===== src/rtl/logic_axi4_stream_to_avalon_st_pkg.sv =====
// Shared types and helpers for the AXI4-Stream to Avalon-ST bridge.
// Helpers work on MAX_BYTES-wide vectors; callers zero-extend and pass the live byte count.
package logic_axi4_stream_to_avalon_st_pkg;

    typedef enum logic [0:0] {
        IDLE      = 1'b0,
        IN_PACKET = 1'b1
    } state_t;

    localparam int MAX_BYTES = 64;

    typedef struct packed {
        logic [7:0] empty;
        logic       contiguous;
    } keep_info_t;

    // An all-zero keep reports n_bytes-1 so the beat still looks like one symbol wide.
    function automatic keep_info_t keep_to_empty(input logic [MAX_BYTES-1:0] keep, input int n_bytes);
        keep_info_t info;
        int         ones;
        logic       seen_gap;
        ones            = 0;
        seen_gap        = 1'b0;
        info.contiguous = 1'b1;
        for (int i = 0; i < MAX_BYTES; i++) begin
            if (i < n_bytes) begin
                if (keep[i]) begin
                    ones++;
                    if (seen_gap) info.contiguous = 1'b0;
                end else begin
                    seen_gap = 1'b1;
                end
            end
        end
        if (ones == 0) info.empty = 8'(n_bytes - 1);
        else           info.empty = 8'(n_bytes - ones);
        return info;
    endfunction

    function automatic logic [MAX_BYTES*8-1:0] reorder_bytes(input logic [MAX_BYTES*8-1:0] data, input int n_bytes);
        logic [MAX_BYTES*8-1:0] res;
        res = '0;
        for (int i = 0; i < MAX_BYTES; i++) begin
            if (i < n_bytes) res[(n_bytes-1-i)*8 +: 8] = data[i*8 +: 8];
        end
        return res;
    endfunction

endpackage


===== src/rtl/logic_axi4_stream_to_avalon_st_skid.sv =====
// Two-entry registered skid buffer: output register plus one overflow register.
// Ready is registered and drops only once both entries are occupied.
module logic_axi4_stream_to_avalon_st_skid #(
    parameter int WIDTH = 8
) (
    input  logic             aclk,
    input  logic             areset_n,
    input  logic             i_valid,
    input  logic [WIDTH-1:0] i_data,
    output logic             o_ready,
    output logic             o_valid,
    output logic [WIDTH-1:0] o_data,
    input  logic             i_ready
);

    logic [1:0]       r_count;
    logic             r_ready;
    logic             r_out_valid;
    logic             r_skid_valid;
    logic [WIDTH-1:0] r_out_data;
    logic [WIDTH-1:0] r_skid_data;
    logic             w_push;
    logic             w_pop;
    logic [1:0]       w_count_next;

    assign w_push = i_valid & r_ready;
    assign w_pop  = r_out_valid & i_ready;

    always_comb begin
        w_count_next = r_count;
        if (w_push && !w_pop)      w_count_next = r_count + 2'd1;
        else if (!w_push && w_pop) w_count_next = r_count - 2'd1;
    end

    always_ff @(posedge aclk or negedge areset_n) begin
        if (!areset_n) begin
            r_count      <= 2'd0;
            r_ready      <= 1'b0;
            r_out_valid  <= 1'b0;
            r_skid_valid <= 1'b0;
            r_out_data   <= '0;
            r_skid_data  <= '0;
        end else begin
            r_count <= w_count_next;
            r_ready <= (w_count_next < 2'd2);
            if (!r_out_valid || w_pop) begin
                // Output slot frees up: the older skid entry always goes first.
                if (r_skid_valid) begin
                    r_out_valid  <= 1'b1;
                    r_out_data   <= r_skid_data;
                    r_skid_valid <= w_push;
                    if (w_push) r_skid_data <= i_data;
                end else begin
                    r_out_valid <= w_push;
                    if (w_push) r_out_data <= i_data;
                end
            end else if (w_push) begin
                r_skid_valid <= 1'b1;
                r_skid_data  <= i_data;
            end
        end
    end

    assign o_ready = r_ready;
    assign o_valid = r_out_valid;
    assign o_data  = r_out_data;

endmodule


===== src/rtl/logic_axi4_stream_to_avalon_st.sv =====
// AXI4-Stream slave to Avalon-ST source (ready latency 0) through a registered skid buffer.
// Optional macro LOGIC_AXI4_STREAM_TO_AVALON_ST_TID_CHECK_EN flags tid changes inside a packet.
module logic_axi4_stream_to_avalon_st
    import logic_axi4_stream_to_avalon_st_pkg::*;
#(
    parameter int TDATA_BYTES                     = 4,
    parameter int TDEST_WIDTH                     = 1,
    parameter int TUSER_WIDTH                     = 1,
    parameter int TID_WIDTH                       = 1,
    parameter int USE_TKEEP                       = 1,
    parameter int USE_TLAST                       = 1,
    parameter int ERROR_WIDTH                     = 1,
    parameter int EMPTY_WIDTH                     = (TDATA_BYTES >= 2) ? $clog2(TDATA_BYTES) : 1,
    parameter int FIRST_SYMBOL_IN_HIGH_ORDER_BITS = 1
) (
    input  logic                     aclk,
    input  logic                     areset_n,
    input  logic                     rx_tvalid,
    input  logic                     rx_tlast,
    input  logic [TDATA_BYTES*8-1:0] rx_tdata,
    input  logic [TDATA_BYTES-1:0]   rx_tkeep,
    input  logic [TDATA_BYTES-1:0]   rx_tstrb,
    input  logic [TDEST_WIDTH-1:0]   rx_tdest,
    input  logic [TUSER_WIDTH-1:0]   rx_tuser,
    input  logic [TID_WIDTH-1:0]     rx_tid,
    output logic                     rx_tready,
    output logic                     tx_valid,
    output logic                     tx_startofpacket,
    output logic                     tx_endofpacket,
    output logic [TID_WIDTH-1:0]     tx_channel,
    output logic [ERROR_WIDTH-1:0]   tx_error,
    output logic [EMPTY_WIDTH-1:0]   tx_empty,
    output logic [TDATA_BYTES*8-1:0] tx_data,
    input  logic                     tx_ready
);

    localparam int PAYLOAD_W = 2 + TID_WIDTH + ERROR_WIDTH + EMPTY_WIDTH + TDATA_BYTES*8;

    state_t                   r_state;
    state_t                   w_state_next;
    logic                     w_sop;
    logic                     w_eop;
    logic                     w_push;
    logic                     w_tid_err;
    logic                     w_keep_viol;
    logic [TDATA_BYTES-1:0]   w_keep;
    logic [MAX_BYTES-1:0]     w_keep_ext;
    logic [MAX_BYTES*8-1:0]   w_data_ext;
    logic [MAX_BYTES*8-1:0]   w_data_swapped;
    keep_info_t               w_keep_info;
    logic [EMPTY_WIDTH-1:0]   w_empty;
    logic [ERROR_WIDTH-1:0]   w_error;
    logic [TDATA_BYTES*8-1:0] w_data;
    logic [PAYLOAD_W-1:0]     w_payload_in;
    logic [PAYLOAD_W-1:0]     w_payload_out;
    logic                     w_unused;

    assign w_push = rx_tvalid & rx_tready;
    assign w_keep = (USE_TKEEP != 0) ? rx_tkeep : '1;
    assign w_eop  = (USE_TLAST != 0) ? rx_tlast : 1'b1;

    always_ff @(posedge aclk or negedge areset_n) begin
        if (!areset_n) r_state <= IDLE;
        else           r_state <= w_state_next;
    end

    always_comb begin
        w_state_next = r_state;
        if (w_push && (USE_TLAST != 0)) begin
            case (r_state)
                IDLE:      if (!rx_tlast) w_state_next = IN_PACKET;
                IN_PACKET: if (rx_tlast)  w_state_next = IDLE;
                default:   w_state_next = IDLE;
            endcase
        end
    end

    always_comb begin
        w_sop = (r_state == IDLE);
    end

`ifdef LOGIC_AXI4_STREAM_TO_AVALON_ST_TID_CHECK_EN
    logic [TID_WIDTH-1:0] r_first_tid;

    always_ff @(posedge aclk or negedge areset_n) begin
        if (!areset_n)                     r_first_tid <= '0;
        else if (w_push && r_state == IDLE) r_first_tid <= rx_tid;
    end

    assign w_tid_err = (r_state == IN_PACKET) && (rx_tid != r_first_tid);
`else
    assign w_tid_err = 1'b0;
`endif

    always_comb begin
        w_keep_ext                       = '0;
        w_keep_ext[TDATA_BYTES-1:0]      = w_keep;
        w_data_ext                       = '0;
        w_data_ext[TDATA_BYTES*8-1:0]    = rx_tdata;
    end

    assign w_keep_info    = keep_to_empty(w_keep_ext, TDATA_BYTES);
    assign w_data_swapped = reorder_bytes(w_data_ext, TDATA_BYTES);
    assign w_data         = (FIRST_SYMBOL_IN_HIGH_ORDER_BITS != 0) ? w_data_swapped[TDATA_BYTES*8-1:0] : rx_tdata;
    assign w_empty        = w_eop ? w_keep_info.empty[EMPTY_WIDTH-1:0] : '0;
    assign w_keep_viol    = !w_keep_info.contiguous || (!w_eop && !(&w_keep)) || !(|w_keep);

    assign w_error[0] = rx_tuser[0] | w_keep_viol | w_tid_err;
    generate
        for (genvar gi = 1; gi < ERROR_WIDTH; gi++) begin : g_error
            if (gi < TUSER_WIDTH) begin : g_user
                assign w_error[gi] = rx_tuser[gi];
            end else begin : g_zero
                assign w_error[gi] = 1'b0;
            end
        end
    endgenerate

    assign w_payload_in = {w_sop, w_eop, rx_tid, w_error, w_empty, w_data};

    logic_axi4_stream_to_avalon_st_skid #(
        .WIDTH (PAYLOAD_W)
    ) u_skid (
        .aclk     (aclk),
        .areset_n (areset_n),
        .i_valid  (rx_tvalid),
        .i_data   (w_payload_in),
        .o_ready  (rx_tready),
        .o_valid  (tx_valid),
        .o_data   (w_payload_out),
        .i_ready  (tx_ready)
    );

    assign {tx_startofpacket, tx_endofpacket, tx_channel, tx_error, tx_empty, tx_data} = w_payload_out;

    // Inputs that are accepted but intentionally not forwarded.
    assign w_unused = ^{rx_tstrb, rx_tdest, rx_tuser, rx_tkeep, rx_tlast, w_data_swapped, w_keep_info.empty};

endmodule


===== config.mk =====
export PLATFORM = sky130hd
export DESIGN_NAME = logic_axi4_stream_to_avalon_st
export DESIGN_NICKNAME = d
export VERILOG_FILES = /design/src/rtl/logic_axi4_stream_to_avalon_st_pkg.sv /design/src/rtl/logic_axi4_stream_to_avalon_st_skid.sv /design/src/rtl/logic_axi4_stream_to_avalon_st.sv
export SDC_FILE = /design/constraint.sdc
export NUM_CORES = 1
export LEC_CHECK = 0
export ABC_AREA = 1
export CORE_UTILIZATION = 53
export DETAILED_ROUTE_END_ITERATION = 12
export HOLD_SLACK_MARGIN = 0.1
export PLACE_DENSITY = 0.9
export SLEW_MARGIN = 40
export SYNTH_ARGS = -nofsm -noshare
export SYNTH_HDL_FRONTEND = slang
export SYNTH_SLANG_ARGS = --single-unit

===== constraint.sdc =====
create_clock -name aclk -period 3.27 [get_ports aclk]
set_clock_uncertainty 0.1 [all_clocks]
set_input_delay 0.654 -clock aclk [delete_from_list [all_inputs] [get_ports aclk]]
set_output_delay 0.654 -clock aclk [all_outputs]
set_load 0.02 [all_outputs]

# ---- Word-level counts from Yosys, hierarchy flattened
# Index checks and enable logic that the tools add are counted.
dict set report op_classes {
  add_sub_neg 6
  order_cmp 1
  n_eq_ne 1
  n_mux 27
  bitwise_logic 4
  n_reduce_logical 19
}
# cell n
set ops {}
lappend ops {{two-way mux 38 bit} 5}
lappend ops {{adder 32 x 2 -> 32 bit, second input constant} 3}
lappend ops {{two-way mux 32 bit} 3}
lappend ops {{zero test 32 bit} 1}
lappend ops {{two-way mux 1 bit} 15}
lappend ops {{two-way mux 2 bit} 4}
lappend ops {{zero test 1 bit} 7}
lappend ops {{AND reduction 4 bit} 1}
lappend ops {{nonzero test 2 bit} 2}
lappend ops {{OR reduction 4 bit} 1}
lappend ops {{logical AND 1 bit} 3}
lappend ops {{logical OR 1 bit} 3}
lappend ops {{adder 2 x 1 -> 2 bit, second input constant} 1}
lappend ops {{bitwise AND 1 bit} 2}
lappend ops {{< comparator 2 bit, second input constant} 1}
lappend ops {{!= test 2 x 1 -> 1 bit, second input constant} 1}
lappend ops {{AND reduction 2 bit} 1}
lappend ops {{subtractor 1 x 2 -> 2 bit, first input constant} 1}
lappend ops {{subtractor 2 x 1 -> 2 bit, second input constant} 1}
lappend ops {{inverter 1 bit} 1}
lappend ops {{OR 1 bit} 1}
dict set report word_totals {
  regBits 82
  in_bits 48
  output_inout_bits 40
  elab_cells 65
}

# ---- Logic depth before layout (Yosys ltp)
# Gate-level depths: netlist (run 1).
dict set report depth {
  word_depth 13
  mapped_depth 15
  mapped_depth_nobuf 15
}

# ---- By module
# Synthesis (run 1) repeated with hierarchy kept, for this count alone.
dict set report unflattened {
  hier_cells 474
  area_unflattened_um2 3885.0
}
# module instances cells_per_inst area_each_um2 seq_area_each_um2
set by_module_without_submodules {}
lappend by_module_without_submodules {logic_axi4_stream_to_avalon_st_skid 1 430 3603.5 2026.9}
lappend by_module_without_submodules {logic_axi4_stream_to_avalon_st 1 44 281.5 25.0}

# ---- Least setup slack after synthesis (run 1)
# Ideal clock, no wire load.
dict set report synth_path {
  path_kind {input to register}
  from {input port rx_tkeep[1]}
  to {register u_skid.r_out_data[33] (netlist: u_skid.o_data[33])}
  setup_time_ns 0.116
  arrival_time_ns 2.083
  required_ns 3.054
  setup_slack_ns 0.970
  stages 14
  path_buffers 0
  path_cell_list {inv_1 > ha_1 > inv_1 > nand2_1 > nand2_1 > ha_1 > mux2i_1 > ha_1 > inv_1 > nand2_1 > nand2_1 > nand2_1 > nand2_1 > nand2_1}
}
dict set report synth_between {
  elab_chain_len 10
  word_cells_on_any_way 11
  cone_classes {3 x add/sub; 7 x mux; 1 x reduce/logical}
}
# element line
set synth_rtl {}
lappend synth_rtl {{from (decl)} logic_axi4_stream_to_avalon_st.sv:21} ;# input logic [TDATA_BYTES-1:0] rx_tkeep,
lappend synth_rtl {{two-way mux 32 bit (*)} logic_axi4_stream_to_avalon_st_pkg.sv:27} ;# if (keep[i]) begin
lappend synth_rtl {{adder 32 x 2 -> 32 bit} logic_axi4_stream_to_avalon_st_pkg.sv:28} ;# ones++;
lappend synth_rtl {{two-way mux 32 bit (*)} logic_axi4_stream_to_avalon_st_pkg.sv:27}
lappend synth_rtl {{adder 32 x 2 -> 32 bit} logic_axi4_stream_to_avalon_st_pkg.sv:28}
lappend synth_rtl {{two-way mux 32 bit (*)} logic_axi4_stream_to_avalon_st_pkg.sv:27}
lappend synth_rtl {{subtractor 1 x 2 -> 2 bit / zero test 32 bit (equally long branches)} {logic_axi4_stream_to_avalon_st_pkg.sv:36, logic_axi4_stream_to_avalon_st_pkg.sv:35}}
lappend synth_rtl {{two-way mux 2 bit (*)} logic_axi4_stream_to_avalon_st_pkg.sv:35} ;# if (ones == 0) info.empty = 8'(n_bytes - 1);
lappend synth_rtl {{two-way mux 2 bit (*)} logic_axi4_stream_to_avalon_st.sv:105} ;# assign w_empty = w_eop ? w_keep_info.empty[EMPTY_WIDTH-1:0] : '0;
lappend synth_rtl {{two-way mux 38 bit (*)} logic_axi4_stream_to_avalon_st_skid.sv:55} ;# if (w_push) r_out_data <= i_data;
lappend synth_rtl {{two-way mux 38 bit (*)} logic_axi4_stream_to_avalon_st_skid.sv:48} ;# if (r_skid_valid) begin
lappend synth_rtl {{to (signal assigned)} logic_axi4_stream_to_avalon_st_skid.sv:50} ;# r_out_data <= r_skid_data;
lappend synth_rtl {{to (signal assigned)} logic_axi4_stream_to_avalon_st_skid.sv:55}
lappend synth_rtl {{to (decl)} logic_axi4_stream_to_avalon_st_skid.sv:20} ;# logic [WIDTH-1:0] r_out_data;
# Mark *: on every way between the ends. The rest lies on a longest branch, timed or not. The select of a mux whose other input is x is not followed.
# A chain may end at the register's enable or synchronous reset.

# ---- Final worst setup path (run 1)
# Ends and elaborated chain as after synthesis.

==> results of run 1 <==
-- cell usage after synthesis --
cell type	instances	area [sq um]
a21oi_1	4	20.0
a21oi_4	1	16.3
a31oi_1	34	213
buf_2	10	50.1
buf_4	3	22.5
buf_6	3	33.8
clkbuf_1	6	22.5
dfrtp_1	82	2050
ha_1	6	75.1
inv_1	12	45.0
inv_2	2	7.51
inv_6	1	8.76
mux2i_1	1	10.0
nand2_1	210	788
nand2_2	2	12.5
nand2_4	1	11.3
nand3_1	4	20.0
nor2_1	42	158
nor3_1	1	5.00
o21ai_0	7	35.0
o21ai_1	3	15.0
xor2_1	1	8.76
-- registers in the layout (all words and copies together) (netlist names) --
register,count
u_skid.o_data,38
u_skid.o_ready,1
u_skid.r_skid_valid,1
u_skid.r_count,2
u_skid.o_valid,1
u_skid.r_skid_data,38
r_state,1
-- layout make-up --
type / instances / area share, %
clock buffers: 12 / 3.14
well taps: 77 / 2.08
inverters: 15 / 1.33
repair buffers: 85 / 18.5
multi-input cells: 317 / 30.0
flip-flops and latches: 82 / 44.3
clock inverters: 4 / 0.595
-- critical path, delay by kind of cell --
family,cells,cell delay (ns)
buf+inv,4,0.70
fa+ha+maj,3,0.86
simple gates,7,0.49
mux,1,0.16
-- path summary, 6_finish.rpt --
path                                     start               endpoint  slack (ns)
setup reg to reg           u_skid.r_skid_valid      u_skid.o_data[24]        1.43
hold / removal                        areset_n      u_skid.o_data[19]        0.25
setup / recovery                   rx_tkeep[1]      u_skid.o_data[33]        0.54
hold reg to reg              u_skid.r_count[1]      u_skid.r_count[1]        0.36
max in group asynchronous             areset_n  u_skid.r_skid_data[5]        2.36
min in group aclk            u_skid.r_count[1]      u_skid.r_count[1]        0.36
-- layer usage --
metal / part of all wire (%) / GRT usage [%] / wire length [um] / up-vias
li1: - / - / - / 1524
met5: 0 / 0 / 0 / -
met3: 5.5 / 4.62 / 438 / 18
met4: 2.0 / 10.9 / 155 / 0
met1: 41 / 28.1 / 3240 / 1463
met2: 52 / 41.8 / 4110 / 110
-- power groups by stage --
| stage | clock (mW) | combinational, mW | sequential, mW |
|---|---|---|---|
| 2_1_floorplan | 0 | 0.878 | 2.02 |
| 3_3_place_gp | 0 | 1.82 | 1.74 |
| 3_5_place_dp | 0 | 1.90 | 1.77 |
| 4_1_cts | 0.662 | 1.90 | 1.75 |
| 5_1_grt | 0.699 | 2.08 | 1.80 |
| 6_report | 0.648 | 1.88 | 1.75 |
-- cell families (layout without fill, tap and decap cells) --
family,Yosys count,count (layout),synth area share [%]
XOR/XNOR,1,1,0.241
flip-flops,82,82,56.5
AND/OR/NAND/NOR,260,260,27.4
multiplexers,1,1,0.276
adder cells (fa/ha/maj),6,6,2.07
buffers and inverters,37,116,5.24
AO/OA/AOI/OAI,49,49,8.24
==> out/metrics.cfg, run 1 <==
[timing]
setup-tns-final_ns = 0
fin_crit_ns = 2.73
worst_slew_pin_slew_ns = 0.703
hold_violations = 0
holdWs_ns = 0.246
relSlewSlack_pct = 53.1
setup_viol = 0
worst_slack_ns = 0.543
drv_slew = 0
clock.fmax_mhz = 367
period_share_pct = 83.4
rsz0062_at_grt = false

[worst_setup_path]
path_max_fanout = 3
crit_path_frequent_cell = nand2_1
slowest_stage = clkdlybuf4s50_1
crit_chain = clkdlybuf4s50_1 -> inv_1 -> ha_1 -> inv_1 -> nand2_1 -> nand2_1 -> ha_1 -> mux2i_1 -> ha_1 -> inv_1 -> nand2_1 -> nand2_1 -> nand2_1 -> nand2_1 -> nand2_1
end_kind = flop
arrival_ns = 2.87
required_ns = 3.41
criticalPathCategory = in2reg
slowest_delay_ns = 0.51
r2r.worst_path.cells = 7
crit_path_start_kind = primary input

[placement]
post_dp_cell_area_sq_um = 4450
dp_cells = 576
gp_congestion = 0.779
dp_slack_ns = 0.220
hpwlAfterDp_um = 5250
io_buffers = 82

[clock_tree]
cts_buffer_depth = 2
cts_tree = done
post_cts_buffers = 0
cts_resized = 0
clk_pin_slew_ns = 0.08
numCtsBuffers = 9
clk_root_buffer_cell = clkbuf_8
cts_max_level = 3
cts_sinks = 82
cts_hold_buf = 0
worstSkewPairLatency_ns = 0.34

[grt]
grt_pass1_vias = 3169
grt_pass1_wl_um = 13400
grt.overflow.total = 0
antenna_found_initial = 0
grt_max_degree = 83
grtUsageTotal_pct = 23.7

[finish]
postLayoutCoreUtil_pct = 71.2
layout_common_cells = nand2_1, dfrtp_1, clkdlybuf4s50_1, nor2_1, a31oi_1
nets = 564
drive_gt1_share_pct = 4.85
seq_area_sq_um = 2050
layout.cells.non_filler = 592
multiInputGateArea_sq_um = 1390
final_area_sq_um = 4630
n_fill_cell = 499
layout_commonest_cell = nand2_1
n_antenna_cell = 0
areaGrowthSynthToFinish_pct = 27.5

[synth]
synth_seq_cells = 82
yosysWarnings = 0
syn_area_sq_um = 3630
syn_avg_cell_area_sq_um = 8.33
ys_types = 22
ys_seq_area_share_pct = 56.5
synthCells = 436
synth.net_count = 490

[routing]
ant_nets = 0
wl_um = 7940
drt-initial-drc-count = 228
wire_per_inst_um = 13.4
drc = 9
vias = 3115
via_per_inst = 5.26
drt_first_pass_iters = 10

[worst_hold_path]
hold_path.class = in2async

[power]
vdd_drop_max_mv = 0.381
power_density_nw_per_um2 = 925
p_seq_share_pct = 40.8
power.leakage_nw = 2.24
total_power_mw = 4.28
clkPwrFrac_pct = 15.1
p_sw_mw = 1.69
swShare_pct = 39.4
p_int_mw = 2.59
combPwrFrac_pct = 44.0

[job]
max_cap_viol_count = 0

[floorplanning]
die-height_um = 84.8
die_width_um = 84.8
fp.dieArea_sq_um = 7180
row_count = 29
ios = 88
initial_core_util_pct = 55.9
core_sq_um = 6490

[outcome]
outcome = finished with violations
violations = DRC

Power figures use the tool's default switching activity.
==> run 2: changes to the inputs <==
--- a/config.mk
+++ b/config.mk
@@ -6,10 +6,10 @@
 export NUM_CORES = 1
 export LEC_CHECK = 0
 export ABC_AREA = 1
-export CORE_UTILIZATION = 53
+export CORE_UTILIZATION = 45
 export DETAILED_ROUTE_END_ITERATION = 12
 export HOLD_SLACK_MARGIN = 0.1
-export PLACE_DENSITY = 0.9
+export PLACE_DENSITY = 0.82
 export SLEW_MARGIN = 40
 export SYNTH_ARGS = -nofsm -noshare
 export SYNTH_HDL_FRONTEND = slang
==> constraint.sdc (replaced) <==
create_clock -name aclk -period 2.2 [get_ports aclk]
set_clock_uncertainty 0.1 [all_clocks]
set_input_delay 0.44 -clock aclk [delete_from_list [all_inputs] [get_ports aclk]]
set_output_delay 0.44 -clock aclk [all_outputs]
set_load 0.02 [all_outputs]
==> run 2 against run 1 <==
Net effect:
- the flow now finishes without violations
- sequential share of layout area fell by 1.6 points
- wire length increased by 1.8%
- first-iteration DRC count fell by 30%
- final area is 3.7% higher
- clock power rose by 54%
- critical path type unchanged
- largest power group unchanged
==> out/metrics.cfg, run 2 (same netlist as run 1, synthesis figures left out) <==
[worst_hold_path]
holdPathEnd = u_skid.r_count[1]
worstHoldPathCells = 1
hold_path.class = reg2reg
min_from = u_skid.r_count[1]

[power]
vdd_drop_max_mv = 0.437  ; +15%
power.leakage_nw = 2.34  ; +4.2%
power_density_nw_per_um2 = 1350  ; +46%

[timing]
drv_slew = 0  ; unchanged
setup_viol = 0  ; unchanged
setup-tns-final_ns = 0  ; unchanged
relSlewSlack_pct = 67.3  ; +14 points
clock.fmax_mhz = 489
worst_slew_pin_slew_ns = 0.490  ; -0.213 ns
hold_violations = 0  ; unchanged
holdWs_ns = 0.361  ; +0.115 ns
fin_crit_ns = 2.05
period_share_pct = 93.0
rsz0062_at_grt = false

[grt]
grt_pass1_wl_um = 13300  ; -1.3%
grt_pass1_vias = 2866  ; -9.6%
grt_busiest_layer = met2
grt_max_degree = 45  ; -46%
met3_usage_pct = 3.23  ; -1.4 points
antenna_found_initial = 0  ; unchanged
grtUsageTotal_pct = 20.0  ; -3.7 points
grt.overflow.total = 0  ; unchanged
grt_util_met1_pct = 25.3  ; -2.8 points
gr-usage-met2_pct = 34.1  ; -7.7 points

[finish]
nets = 579  ; +2.7%
layout.cells.non_filler = 630  ; +6.4%
drive_gt1_share_pct = 8.33  ; +3.5 points
postLayoutCoreUtil_pct = 61.7  ; -9.5 points
n_antenna_cell = 0  ; unchanged
seq_area_sq_um = 2050  ; unchanged
n_fill_cell = 639  ; +28%
multiInputGateArea_sq_um = 1400  ; +1.2%
layout_common_cells = nand2_1, dfrtp_1, clkdlybuf4s50_1, nor2_1, a31oi_1
layout_commonest_cell = nand2_1
areaGrowthSynthToFinish_pct = 32.1

[routing]
drt-initial-drc-count = 159  ; -30%
via_per_inst = 4.95  ; -5.9%
drc = 0  ; -9
ant_nets = 0  ; unchanged
wl_um = 8080  ; +1.8%
vias = 3119  ; +0.13%
drt_first_pass_iters = 4  ; -6
wire_per_inst_um = 12.8  ; -4.3%

[floorplanning]
fp.dieArea_sq_um = 8430  ; +17%
core_sq_um = 7770  ; +20%
die-height_um = 91.8  ; +8.3%
row_count = 32  ; +10%
die_width_um = 91.8  ; +8.3%
initial_core_util_pct = 46.7  ; -9.2 points
ios = 88  ; unchanged

[placement]
dp_cells = 615  ; +6.8%
gp_congestion = 0.776  ; -0.39%
io_buffers = 82  ; unchanged
hpwlAfterDp_um = 5490  ; +4.5%

[clock_tree]
cts_sinks = 82  ; unchanged
worstSkewPairLatency_ns = 0.34  ; about the same
cts_tree = done
numCtsBuffers = 9  ; unchanged
clk_pin_slew_ns = 0.07  ; about the same
clk_root_buffer_cell = clkbuf_8
post_cts_buffers = 0  ; unchanged
cts_max_level = 3  ; unchanged
cts_buffer_depth = 2  ; unchanged

[worst_setup_path]
crit_path_start_kind = primary input
reg2reg_to = u_skid.o_data[24]
required_ns = 2.34  ; -1.07 ns
arrival_ns = 2.18  ; -0.69 ns
ff2ff_setup_slack_ns = 0.62  ; -0.81 ns
r2r.worst_path.cells = 7  ; unchanged
criticalPathCategory = in2reg
path_max_fanout = 3  ; unchanged
end_kind = flop
r2r-start = u_skid.r_skid_valid

[job]
max_cap_viol_count = 0  ; unchanged

[outcome]
outcome = completed

## run 2: cell types whose count changed in the layout (fill, tap and decap cells not counted), moves of 2 or more
cell,delta
buf_4,+14
clkinv_2,+2
inv_2,+3
clkinvlp_4,-3
inv_1,-3
clkdlybuf4s50_1,-3
## run 2: how the worst max path moves through the flow
stage                           start                end  cells past startpoint
after global routing      rx_tkeep[0]  u_skid.o_data[33]                     15
final                     rx_tkeep[0]  u_skid.o_data[33]                     15
after detailed placement  rx_tkeep[1]  u_skid.o_data[33]                     15
after floorplan           rx_tkeep[1]  u_skid.o_data[33]                     14
after global placement    rx_tkeep[1]  u_skid.o_data[33]                     15
after CTS                 rx_tkeep[2]  u_skid.o_data[33]                     12
## run 2: per-layer routing
layer  share of wire [%]  vias to the layer above
met3                 4.8                       13
met2                  50                       86
met5                   0                        -
li1                    -                     1556
met1                  44                     1464
met4                 1.8                        0
## run 2: layout make-up
| type | count | area share, % |
|---|---|---|
| Sequential cell | 82 | 42.8 |
| Multi-Input combinational cell | 317 | 29.3 |
| Timing Repair Buffer | 100 | 20.4 |
| Clock buffer | 10 | 2.66 |
| Tap cell | 102 | 2.66 |
| Inverter | 15 | 1.28 |
| Clock inverter | 4 | 0.939 |
## run 2: power breakdown
| part | switching [mW] | internal (mW) | leakage [nW] | total [mW] |
|---|---|---|---|---|
| sequential | 0.383 | 2.22 | 0.976 | 2.60 |
| clock | 0.494 | 0.507 | 0.0918 | 1.00 |
| combinational | 1.60 | 1.26 | 1.27 | 2.87 |
## run 2: critical path: stages
cell	delay, ns
clkdlybuf4s15_1	0.20
inv_2	0.05
ha_4	0.26
inv_1	0.05
nand2_1	0.07
nand2_1	0.08
ha_1	0.30
mux2i_1	0.14
ha_1	0.24
inv_1	0.06
nand2_1	0.05
nand2_1	0.07
nand2_1	0.06
nand2_1	0.07
nand2_1	0.04
## run 2: per-stage QoR
stage | instance area (sq um) | total power, mW | setup WS (ns)
5_1_grt | 4800 | 6.93 | 0.0109
4_1_cts | 4790 | 6.53 | 0.0449
6_report | 4800 | 6.47 | 0.154
2_1_floorplan | 3630 | 4.31 | 0.114
3_5_place_dp | 4600 | 5.52 | -0.554
3_3_place_gp | 4600 | 5.40 | -0.449
## run 2: timing repair
item                       CTS  global route
hold buffers                 1             0
resized for setup            5             7
hold endpoints to repair    36             0
setup endpoints to repair    4             4
